## config.mk

```make
export PLATFORM = sky130hd
export DESIGN_NAME = tr_rule_engine
export DESIGN_NICKNAME = d
export VERILOG_FILES = /design/src/rtl/tr_rule_engine.sv
export SDC_FILE = /design/constraint.sdc
export NUM_CORES = 1
export LEC_CHECK = 0
export BUFFER_PORTS_ARGS = -buffer_cell sky130_fd_sc_hd__buf_2
export CAP_MARGIN = 40
export CORE_MARGIN = 2
export CORE_UTILIZATION = 58
export CTS_BUF_LIST = sky130_fd_sc_hd__clkbuf_4 sky130_fd_sc_hd__clkbuf_8 sky130_fd_sc_hd__clkbuf_16
export DETAILED_ROUTE_END_ITERATION = 10
export PLACE_DENSITY = 0.81
export SLEW_MARGIN = 20
export SYNTH_ARGS = -nofsm -noshare
export SYNTH_HDL_FRONTEND = slang
export SYNTH_SLANG_ARGS = --single-unit
export TNS_END_PERCENT = 20
```

## constraint.sdc

```tcl
create_clock -name clk -period 9.3 [get_ports clk]
set_input_delay 0.93 -clock clk [delete_from_list [all_inputs] [get_ports clk]]
set_output_delay 0.93 -clock clk [all_outputs]
set_load 0.01 [all_outputs]
```

## src/rtl/tr_rule_engine.sv

```systemverilog
// Rule-inference stage of the interval type-2 fuzzy controller: evaluates a 3x3
// rule base one rule per clock (min t-norm, max aggregation) and strobes EN_saida.
module tr_rule_engine #(
  parameter logic [17:0] RULE_TABLE = 18'h29910,
  parameter int          N_RULES    = 9
) (
  input  logic        clk,
  input  logic        rst,
  input  logic        start,
  input  logic [23:0] E_UP,
  input  logic [23:0] E_LOW,
  input  logic [23:0] DE_UP,
  input  logic [23:0] DE_LOW,
  output logic [7:0]  FOU_1_UP,
  output logic [7:0]  FOU_2_UP,
  output logic [7:0]  FOU_3_UP,
  output logic [7:0]  FOU_1_LOW,
  output logic [7:0]  FOU_2_LOW,
  output logic [7:0]  FOU_3_LOW,
  output logic        EN_saida,
  output logic        busy
);

  typedef enum logic {IDLE, EVAL} state_t;

  localparam logic [3:0] LAST_RULE = 4'(N_RULES - 1);

  state_t      state_q, state_d;
  logic [3:0]  rule_q, rule_d;
  logic [23:0] e_up_q, e_up_d, e_low_q, e_low_d;
  logic [23:0] de_up_q, de_up_d, de_low_q, de_low_d;
  logic [7:0]  acc_up_q [3];
  logic [7:0]  acc_up_d [3];
  logic [7:0]  acc_low_q [3];
  logic [7:0]  acc_low_d [3];
  logic [7:0]  fou_up_q [3];
  logic [7:0]  fou_up_d [3];
  logic [7:0]  fou_low_q [3];
  logic [7:0]  fou_low_d [3];
  logic        en_q, en_d;
  logic        busy_q, busy_d;

  logic [1:0]  cons_tbl [N_RULES];
  logic [1:0]  cons;
  logic [1:0]  i_idx, j_idx;
  logic [7:0]  e_up_i, e_low_i, de_up_j, de_low_j;
  logic [7:0]  fire_up, low_raw, fire_low;

  for (genvar gi = 0; gi < N_RULES; gi++) begin : g_cons
    assign cons_tbl[gi] = RULE_TABLE[2*gi +: 2];
  end

  // Rule r maps to E set r/3 and DE set r%3.
  always_comb begin
    if (rule_q >= 4'd6) begin
      i_idx = 2'd2;
      j_idx = 2'(rule_q - 4'd6);
    end else if (rule_q >= 4'd3) begin
      i_idx = 2'd1;
      j_idx = 2'(rule_q - 4'd3);
    end else begin
      i_idx = 2'd0;
      j_idx = rule_q[1:0];
    end
  end

  assign cons     = cons_tbl[rule_q];
  assign e_up_i   = e_up_q  [{i_idx, 3'b000} +: 8];
  assign e_low_i  = e_low_q [{i_idx, 3'b000} +: 8];
  assign de_up_j  = de_up_q [{j_idx, 3'b000} +: 8];
  assign de_low_j = de_low_q[{j_idx, 3'b000} +: 8];

  assign fire_up  = (e_up_i < de_up_j) ? e_up_i : de_up_j;
  assign low_raw  = (e_low_i < de_low_j) ? e_low_i : de_low_j;
  // Lower firing must stay inside the footprint, so clamp to the upper firing.
  assign fire_low = (low_raw < fire_up) ? low_raw : fire_up;

  always_comb begin
    state_d   = state_q;
    rule_d    = rule_q;
    e_up_d    = e_up_q;
    e_low_d   = e_low_q;
    de_up_d   = de_up_q;
    de_low_d  = de_low_q;
    acc_up_d  = acc_up_q;
    acc_low_d = acc_low_q;
    fou_up_d  = fou_up_q;
    fou_low_d = fou_low_q;
    en_d      = 1'b0;
    busy_d    = busy_q;
    case (state_q)
      IDLE: begin
        if (start) begin
          e_up_d    = E_UP;
          e_low_d   = E_LOW;
          de_up_d   = DE_UP;
          de_low_d  = DE_LOW;
          acc_up_d  = '{default: '0};
          acc_low_d = '{default: '0};
          rule_d    = 4'd0;
          busy_d    = 1'b1;
          state_d   = EVAL;
        end
      end
      EVAL: begin
        for (int k = 0; k < 3; k++) begin
          if (cons == 2'(k)) begin
            if (fire_up > acc_up_q[k])   acc_up_d[k]  = fire_up;
            if (fire_low > acc_low_q[k]) acc_low_d[k] = fire_low;
          end
        end
        rule_d = rule_q + 4'd1;
        // Final rule: publish aggregates including this rule's contribution.
        if (rule_q == LAST_RULE) begin
          fou_up_d  = acc_up_d;
          fou_low_d = acc_low_d;
          en_d      = 1'b1;
          busy_d    = 1'b0;
          rule_d    = 4'd0;
          state_d   = IDLE;
        end
      end
      default: state_d = IDLE;
    endcase
  end

  always_ff @(posedge clk) begin
    if (!rst) begin
      state_q   <= IDLE;
      rule_q    <= 4'd0;
      e_up_q    <= '0;
      e_low_q   <= '0;
      de_up_q   <= '0;
      de_low_q  <= '0;
      acc_up_q  <= '{default: '0};
      acc_low_q <= '{default: '0};
      fou_up_q  <= '{default: '0};
      fou_low_q <= '{default: '0};
      en_q      <= 1'b0;
      busy_q    <= 1'b0;
    end else begin
      state_q   <= state_d;
      rule_q    <= rule_d;
      e_up_q    <= e_up_d;
      e_low_q   <= e_low_d;
      de_up_q   <= de_up_d;
      de_low_q  <= de_low_d;
      acc_up_q  <= acc_up_d;
      acc_low_q <= acc_low_d;
      fou_up_q  <= fou_up_d;
      fou_low_q <= fou_low_d;
      en_q      <= en_d;
      busy_q    <= busy_d;
    end
  end

  assign FOU_1_UP  = fou_up_q[0];
  assign FOU_2_UP  = fou_up_q[1];
  assign FOU_3_UP  = fou_up_q[2];
  assign FOU_1_LOW = fou_low_q[0];
  assign FOU_2_LOW = fou_low_q[1];
  assign FOU_3_LOW = fou_low_q[2];
  assign EN_saida  = en_q;
  assign busy      = busy_q;

endmodule
```

Word level (Yosys, flattened, before mapping). Memories as Yosys holds them, arrays and structs flattened. Index checks and enable logic that the tools add are counted.

Bits of input ports: 99. Bits in registers: 199. Logic and storage cells: 86. ROM bits: 32. Memories: 1.

Memory list: (no name shown) (words 16, bits a word 2, rd ports 1, clocked after memory_dff 0, wr ports 0, line 67) `assign cons = cons_tbl[rule_q];`.

Shift-type cells: 4. Muxes and demuxes: 34. Bitwise gates (word level): 2. Equal/unequal tests: 5. Add/sub/neg operators: 3. Magnitude comparators: 12. Reductions and logical operators: 5.

Operators by type and width (count): two-way mux 8 bit (15); case mux 24 bit (2 select lines) (2); indexed part select 24 x 6 -> 8 bit (4); greater-than comparator 8 bit (6); < comparator 8 bit (3); two-way mux 24 bit (1); two-way mux 2 bit (5); two-way mux 4 bit (2); case mux 4 bit (2 select lines) (1); AND reduction 2 bit (4); two-way mux 1 bit (6); >= comparator 5 bit (second input constant) (1); inverter 4 -> 5 bit (1); adder 4 x 1 -> 4 bit (second input constant) (1); == test 4 bit (second input constant) (1); >= comparator 4 x 2 -> 1 bit (second input constant) (1); >= comparator 4 x 3 -> 1 bit (second input constant) (1); case mux 1 bit (2 select lines) (2); subtractor 2 bit (second input constant) (2); == test 2 x 1 -> 1 bit (second input constant) (1); == test 2 bit (second input constant) (1); logical NOT 2 bit (1); inequality test 2 x 1 -> 1 bit (second input constant) (1); inequality test 2 bit (second input constant) (1); inverter 1 bit (1).

Longest topological paths before layout. Gate-level depths: netlist of the first run.

Word-level depth: 12. Depth in mapped cells: 38. Depth with buffers taken out: 36.

Worst setup path before layout of the first run. OpenSTA, ideal clock, no wires.

Path kind: reg-to-reg. From: reg rule_q[0]. To: reg acc_low_q[5] (netlist bit). Library setup time: 0.128 ns. Period minus slack after synthesis: 7.456 ns. Data required time: 9.172 ns. Path slack: 1.844 ns. Arrival: 7.329 ns. Cell stages (with the launch flop): 39. Cell sequence: dfxtp_1 inv_1 ha_1 or3b_1 a21oi_2 xnor2_1 and2_0 clkbuf_1 clkbuf_1 a21oi_1 ha_1 nand4_1 inv_1 nand4_1 a31o_1 o221ai_2 clkbuf_1 nor2_1 [... 3 more ...] o21ai_0 nand4_1 o2111ai_1 o31ai_4 mux2i_1 inv_1 ha_1 nor2b_1 o21ai_0 nand2b_1 a21oi_1 o21ai_0 o211ai_1 nor2_1 clkbuf_1 nor3_1 a21oi_1 nor2_1.

Cells in the longest elaborated chain, start to end: 12. Elaborated cells on any way between the ends: 27. Classes of those cells: add/sub (2); order compare (6); eq/ne (1); shift (4); mux (12); bitwise (1); memory (1).

RTL lines: start: declaration (line 29) `logic [3:0] rule_q, rule_d;`; start signal: assignment (line 143) `rule_q <= rule_d;`; >= comparator 4 x 2 -> 1 bit / subtractor 2 bit (equally long branches) (line 58, 60); two-way mux 1 bit / two-way mux 2 bit (equally long branches) (line 58) `end else if (rule_q >= 4'd3) begin`; two-way mux 2 bit (line 55) `if (rule_q >= 4'd6) begin`; indexed part select 24 x 6 -> 8 bit, on equally long branches; < comparator 8 bit, on equally long branches (line 74, 73); two-way mux 8 bit, on equally long branches (line 74, 73); < comparator 8 bit (line 76) `assign fire_low = (low_raw < fire_up) ? low_raw : fire_up;`; two-way mux 8 bit (line 76); greater-than comparator 8 bit (line 109) `if (fire_low > acc_low_q[k]) acc_low_d[k] = fire_low;`; two-way mux 8 bit (line 109); two-way mux 8 bit * (line 107) `if (cons == 2'(k)) begin`; case mux 24 bit (2 select lines) * (line 91) `case (state_q)`; end signal: assignment (line 149) `acc_low_q <= acc_low_d;`; end: declaration (line 34) `logic [7:0] acc_low_q [3];`.

Mark *: on every way between the ends. The rest lies on a longest branch, timed or not. The select of a mux whose other input is x is not followed. A chain may end at the register's enable or synchronous reset.

Worst setup path after layout of the first run.
From: reg rule_q[0]. To: reg fou_low_q, in the netlist FOU_3_LOW[7].

Cells in the longest elaborated chain, start to end: 11. Elaborated cells on any way between the ends: 28. Classes of those cells: add/sub (2); order compare (6); eq/ne (2); shift (4); mux (11); bitwise (1); reduce/logical (1); memory (1).

RTL lines: >= comparator 4 x 2 -> 1 bit / subtractor 2 bit (equally long branches) (line 58, 60); two-way mux 1 bit / two-way mux 2 bit (equally long branches) (line 58); two-way mux 2 bit (line 55); indexed part select 24 x 6 -> 8 bit, on equally long branches; < comparator 8 bit, on equally long branches (line 74, 73); two-way mux 8 bit, on equally long branches (line 74, 73); < comparator 8 bit (line 76); two-way mux 8 bit (line 76); greater-than comparator 8 bit (line 109); two-way mux 8 bit (line 109); two-way mux 8 bit (line 107); end signal: assignment (line 151) `fou_low_q <= fou_low_d;`; end: declaration (line 38) `logic [7:0] fou_low_q [3];`.

Parallel ways exist; a longest one is shown, timed or not. The select of a mux whose other input is x is not followed.

==> run metrics, run 1 <==
status=finished clean; max_slew headroom=between 50% and 60%; Top Metal Used=met4; gr ovfl total=0; RSZ-0062 raised after global routing=false; effective utilization at floorplan=about three fifths; most frequent cell after synthesis=nand2_1; Cells after Synth=between 1k and 1.5k; total leakage power=~0.0050 uW; Final nets=1582; Final min period=between 8 and 9 ns; Seq cells post-synth=just under 200; clock insertion delay at the later pin of the skew report=~0.45 ns; clock power share=28.7%; htree depth=4; post-synth net total=about 1.5k; Area contributors post-synth=dfxtp_1, nand2_1, ha_1; Worst Hold Class=reg2reg; drt pass-1 iters=5; Avg WL per Cell=~16 um; M1 WL=approximately 12000 um; post-synth top area share=39.15%; share of cells above drive strength 1=between 10% and 20%; post-CTS resize count=0; drt total wl=between 20000 and 30000 um; Yosys cell types=67; Async S/R FF share, synth=0%; fin. max-slew vios=0; pwr/cell area=between 200 and 250 nW/um2; CP max-delay cell=mux2i_1; dpl hpwl=18660 um; commonest cells in the netlist=nand2_1, dfxtp_1, a21oi_1; final setup TNS=0 ns; Synth area leader=dfxtp_1; ys flop type=dfxtp_1; largest net degree at the start of global routing=around 110; number of setup violations in the final report=0; # DRC=0; global-route wire length before repair=43040 um; I/O pin count=around 150; Worst EP required=9.63 ns; CTS tree=built; Iteration-0 DRC Markers=about 910; VDD IR max=~0.14 mV; warnings from Yosys=0; Die Area=roughly 19000 um2; sequential element share of the synthesized area=about 39%; Die Wd=136.5 um; Clock Pin Slew Worst Setup and Hold Paths=approximately 0.080 ns; Worst Skew=between 0.01 and 0.015 ns; initial antenna violation count=0; Gate power share=36.0%; Post-synth EDFFs=0; Netlist Area Pre-Place=slightly above 10000 um2; WL met2=~12000 um; Critical Path Source Type=flop; synthesis-to-layout area growth=15.27%; maximum capacitance violations=0; slowest stage delay, CP=approximately 0.64 ns; Final GP Congestion=about 0.97; critical path type=reg2reg; core area=between 15000 and 20000 um2; floorplan row count=between 40 and 50; number of port buffers=148; internal cell power=roughly 1600 uW; Hold Vio Cnt, Final=0; clock sinks=199; CP max FO=20; via count=approximately 9.4k; maximum buffer depth of the clock tree=2; Die Y-Extent=136.5 um; Final period util=about nine tenths; Post CTS Setup Buffer Count=0; clk root buf=clkbuf_16; Layout Utilization=between 60% and 70%; Worst EP arrival=8.80 ns; Avg Cell Area, Syn=7.815 um2; CTS Hold Buffers Added=0; Sw Share=37.02%; Via density=approximately 5.7; vias in the first global route=slightly below 9k; Fmax=~120 MHz; Critical Path Most Common Cell=inv_1; metal3 WL=1624 um; GRT Total Usage=between 20% and 30%; Antenna Nets Post-Route=0; Num CTS Buffers=17; Slew @ Worst Pin=between 0.7 and 0.8 ns; CP Capture Type=flop; part of the power in registers=a little over a third; diode count=0; P_sw=960.8 uW
==> layer usage <==
metal	vias up	global-route usage [%]
li1	4668	-
met3	61	4.213
met2	350	46.43
met5	-	0
met4	0	12.73
met1	4336	39.63
==> worst max-delay path: cells and delay by family, from the launching register on <==
| kind | cells | cell delay [ns] |
|---|---|---|
| AOI/OAI and AO/OA | 11 | 3.06 |
| xor gates and xnor gates | 1 | 0.17 |
| adders and majority gates | 4 | 1.18 |
| buffers and inverters | 7 | 1.18 |
| DFF | 1 | 0.45 |
| muxes | 1 | 0.64 |
| and+or+nand+nor | 9 | 1.65 |
==> layout by cell type, fill, tap and decap left out, drive strengths merged, types with 2 or more instances in the layout <==
| cell type | instances |
|---|---|
| dfxtp | 199 |
| buf | 172 |
| nand3 | 23 |
| a32oi | 2 |
| nor2 | 102 |
| o221ai | 2 |
| o21ai | 59 |
| nor2b | 8 |
| nand4 | 13 |
| clkbuf | 18 |
| clkinv | 7 |
| a31oi | 8 |
| mux2i | 28 |
| inv | 78 |
| a211o | 2 |
| o31ai | 4 |
| a21o | 15 |
| nand2b | 6 |
| o211ai | 2 |
| a21boi | 56 |
| a21oi | 139 |
| a221o | 3 |
| a31o | 6 |
| mux2 | 9 |
| or2 | 2 |
| o21bai | 2 |
| a22oi | 12 |
| a22o | 12 |
| o211a | 3 |
| o21a | 7 |
| ha | 70 |
| a211oi | 11 |
| o311ai | 2 |
| nor3b | 3 |
| and3 | 3 |
| and2 | 16 |
| nor3 | 12 |
| a2bb2oi | 3 |
| nand2 | 291 |
==> cell type report <==
cell class                 count  area, um2
clock buffer                  17      425.4
multi-input combinational    952       5630
sequential                   199       3984
tap                          225      281.5
inverter                      70      262.8
timing repair buffer         173      965.9
fill                        1421       5508
clock inverter                15      178.9
==> registers in the layout, indices dropped and copies added (netlist names) <==
name       cells
EN_saida       1
FOU_2_LOW      8
FOU_1_UP       8
busy           1
state_q        1
FOU_2_UP       8
de_low_q      24
FOU_1_LOW      8
FOU_3_UP       8
rule_q         4
e_up_q        24
FOU_3_LOW      8
e_low_q       24
acc_low_q     24
acc_up_q      24
de_up_q       24
==> logic make-up (layout without fill, tap and decap cells) <==
group	count (synthesis)	count (layout)	share of synthesized area (%)
compound gates	360	360	22.70
xor+xnor	2	2	0.1722
fa+ha+maj	70	70	8.608
buf+inv	151	275	5.632
flops	199	199	39.15
mux	37	37	4.009
simple gates	483	483	19.72
==> path summary, 6_finish.rpt <==
| path | start | endpoint | slack [ns] | depth (start not counted) |
|---|---|---|---|---|
| max reg2reg | rule_q[0]$_SDFFE_PN0P_ | FOU_3_LOW[7]$_SDFFE_PN0P_ | 0.83 | 33 |
| min reg2reg | FOU_1_UP[5]$_SDFFE_PN0P_ | FOU_1_UP[5]$_SDFFE_PN0P_ | 0.45 | 2 |
| max | rule_q[0]$_SDFFE_PN0P_ | FOU_3_LOW[7]$_SDFFE_PN0P_ | 0.83 | 33 |
| min | FOU_1_UP[5]$_SDFFE_PN0P_ | FOU_1_UP[5]$_SDFFE_PN0P_ | 0.45 | 2 |
==> power by group through the flow <==
stage	logic (uW)	registers [uW]	clock network, uW
6_report	934	917	744
5_1_grt	1040	922	784
4_1_cts	910	918	747
3_5_place_dp	894	938	0
3_3_place_gp	856	937	0
2_1_floorplan	670	928	0
==> stage by stage <==
stage          instance area (um2)  setup slack (ns)  total power [uW]  instances  hold WS, ns
4_1_cts                      11680            0.8671              2574       1647       0.4536
6_report                     11730            0.8310              2595       1651       0.4505
2_1_floorplan                10170             1.844              1597       1302       0.4250
3_5_place_dp                 11080            0.9172              1832       1615       0.4430
3_3_place_gp                 11050             1.306              1793       1614       0.4369
5_1_grt                      11730           0.07843              2747       1651       0.4769
No activity file was read; power rests on OpenSTA's default activity.
==> run 2: changes to the inputs <==
==> constraint.sdc (replaced) <==
create_clock -name clk -period 8.6 [get_ports clk]
set_input_delay 0.86 -clock clk [delete_from_list [all_inputs] [get_ports clk]]
set_output_delay 0.86 -clock clk [all_outputs]
set_load 0.01 [all_outputs]
==> run metrics, run 2 (synthesized netlist as in run 1, its figures left out) <==
Critical Path Most Common Cell=inv_1; Die Area=approximately 19000 um2; I/O pin count=around 150; GRT Total Usage=between 20 and 30%; max_slew headroom=~47%; Final nets=1584; diode count=0; share of cells above drive strength 1=between 10% and 20%; most frequent cells in the layout=nand2_1, dfxtp_1, buf_2; maximum buffer depth of the clock tree=2; hold wc startpoint=FOU_1_UP[5]$_SDFFE_PN0P_; Gate power share=a little over a third; Critical Path Source Type=flop; Final period util=between 90% and 100%; final setup TNS=0 ns; Fmax=126.4 MHz; # DRC=0; drt pass-1 iters=5; status=finished clean; CP max-delay cell=and2_1; RSZ-0062 raised after global routing=false; vias in the first global route=about 8.7k; part of the power in registers=between 30% and 40%; Avg WL per Cell=roughly 16 um; Hold Vio Cnt, Final=0; Post CTS Setup Buffer Count=0; Worst EP required=8.93 ns; Worst Hold Endpoint=FOU_1_UP[5]$_SDFFE_PN0P_; R2R Setup Slk=just under 0.7 ns; maximum capacitance violations=0; fin. max-slew vios=0; FF-to-FF Start=rule_q[0]$_SDFFE_PN0P_; clock insertion delay at the later pin of the skew report=between 0.4 and 0.5 ns; CP Capture Type=flop; RR Endpoint=FOU_3_LOW[6]$_SDFFE_PN0P_; Iteration-0 DRC Markers=between 900 and 1k; via count=between 9k and 10k; CP max FO=15; Worst EP arrival=between 8 and 9 ns; initial antenna violation count=0; VDD IR max=approximately 0.17 mV; Worst Hold Depth=2; Worst Skew=around 0.012 ns; core area=between 15000 and 20000 um2; number of setup violations in the final report=0; internal cell power=about 1800 uW; dpl hpwl=roughly 19000 um; drt total wl=roughly 27000 um; synthesis-to-layout area growth=15.41%; total leakage power=between 0.005 and 0.006 uW; Final GP Congestion=between 0.9 and 1; Die Wd=between 100 and 150 um; Die Y-Extent=about 140 um; effective utilization at floorplan=roughly three fifths; Via density=roughly 5.7; slowest stage delay, CP=between 0.5 and 0.6 ns; Sw Share=36.23%; number of port buffers=148; hold_ws=between 0.4 and 0.5 ns; clock power share=roughly 28%; clock sinks=between 150 and 200; Num CTS Buffers=17; critical path type=reg2reg; Antenna Nets Post-Route=0; pwr/cell area=between 200 and 250 nW/um2; Worst Hold Class=reg2reg; Final min period=between 7 and 8 ns; clk root buf=clkbuf_16; Slew @ Worst Pin=between 0.7 and 0.8 ns; FF-to-FF path depth=35; CTS tree=built; largest net degree at the start of global routing=97; gr ovfl total=0; P_sw=roughly 1000 uW; Layout Utilization=68.13%; htree depth=4; most common cell after layout, fill and taps aside=nand2_1; global-route wire length before repair=roughly 43000 um; Clock Pin Slew Worst Setup and Hold Paths=around 0.07 ns; floorplan row count=between 40 and 50
==> run 2: changes by cell type in the layout (fill, tap and decap cells not counted) <==
cell        before  now
clkinv_8         5    0
buf_16           1    4
buf_12           1    0
inv_8            4    3
buf_8            1    0
clkinv_4         1    4
buf_4           21   23
and2_1          15   16
clkbuf_2         1    0
and2_0           1    0
clkinvlp_4       0    3
==> run 2: worst max path at each step <==
| stage | startpoint | to | slack (ns) | cells after the start |
|---|---|---|---|---|
| after global routing | rule_q[1]$_SDFFE_PN0P_ | FOU_3_LOW[6]$_SDFFE_PN0P_ | 0.14 | 34 |
| after detailed placement | rule_q[0]$_SDFFE_PN0P_ | FOU_3_LOW[7]$_SDFFE_PN0P_ | 0.74 | 35 |
| final | rule_q[0]$_SDFFE_PN0P_ | FOU_3_LOW[6]$_SDFFE_PN0P_ | 0.69 | 35 |
| after CTS | rule_q[0]$_SDFFE_PN0P_ | FOU_3_LOW[6]$_SDFFE_PN0P_ | 0.62 | 35 |
| after floorplan | rule_q[0]$_SDFFE_PN0P_ | acc_low_q[5]$_SDFFE_PN0P_ | 1.14 | 38 |
| after global placement | rule_q[1]$_SDFFE_PN0P_ | acc_low_q[11]$_SDFFE_PN0P_ | 0.99 | 32 |
==> run 2: power groups by stage <==
stage	clock network, uW	registers [uW]	logic (uW)
2_1_floorplan	0	1000	724
3_3_place_gp	0	1010	939
3_5_place_dp	0	1010	973
4_1_cts	771	992	978
5_1_grt	805	997	1120
6_report	767	992	995
==> run 2: worst max-delay path: cells and delay by family (launching register included) <==
| kind | cells | cell delay (ns) |
|---|---|---|
| flops | 1 | 0.45 |
| compound gates | 14 | 3.01 |
| buf+inv | 7 | 0.96 |
| mux | 1 | 0.26 |
| xor+xnor | 1 | 0.17 |
| fa+ha+maj | 4 | 1.24 |
| simple gates | 8 | 1.69 |
==> run 2: layout make-up <==
class	count	area [um2]
Fill cell	1429	5494
Timing Repair Buffer	175	1023
Tap cell	225	281.5
Clock inverter	15	135.1
Clock buffer	17	425.4
Multi-Input combinational cell	952	5630
Inverter	70	262.8
Sequential cell	199	3984
==> run 2: metal layers <==
| layer | vias to the layer above | track usage [%] | share of wire [%] |
|---|---|---|---|
| met5 | - | 0 | 0 |
| met4 | 0 | 12.50 | 2.8 |
| met3 | 58 | 4.549 | 6.3 |
| met2 | 346 | 46.96 | 46 |
| met1 | 4343 | 39.55 | 45 |
| li1 | 4670 | - | - |
==> run 2: metrics by stage <==
step                      worst slack, ns  total power [uW]  cells  instance area (um2)
after global routing               0.1355              2920   1653                11740
final                              0.6892              2755   1653                11740
after CTS                          0.6178              2741   1652                11720
after detailed placement           0.7352              1986   1620                11150
after floorplan                     1.144              1727   1302                10170
after global placement             0.9898              1951   1617                11070
==> run 2: repair_timing <==
item | 4_1_cts | 5_1_grt
hold buffers | 0 | 0
gates resized for setup | 0 | 1
setup endpoints to repair | 0 | 9
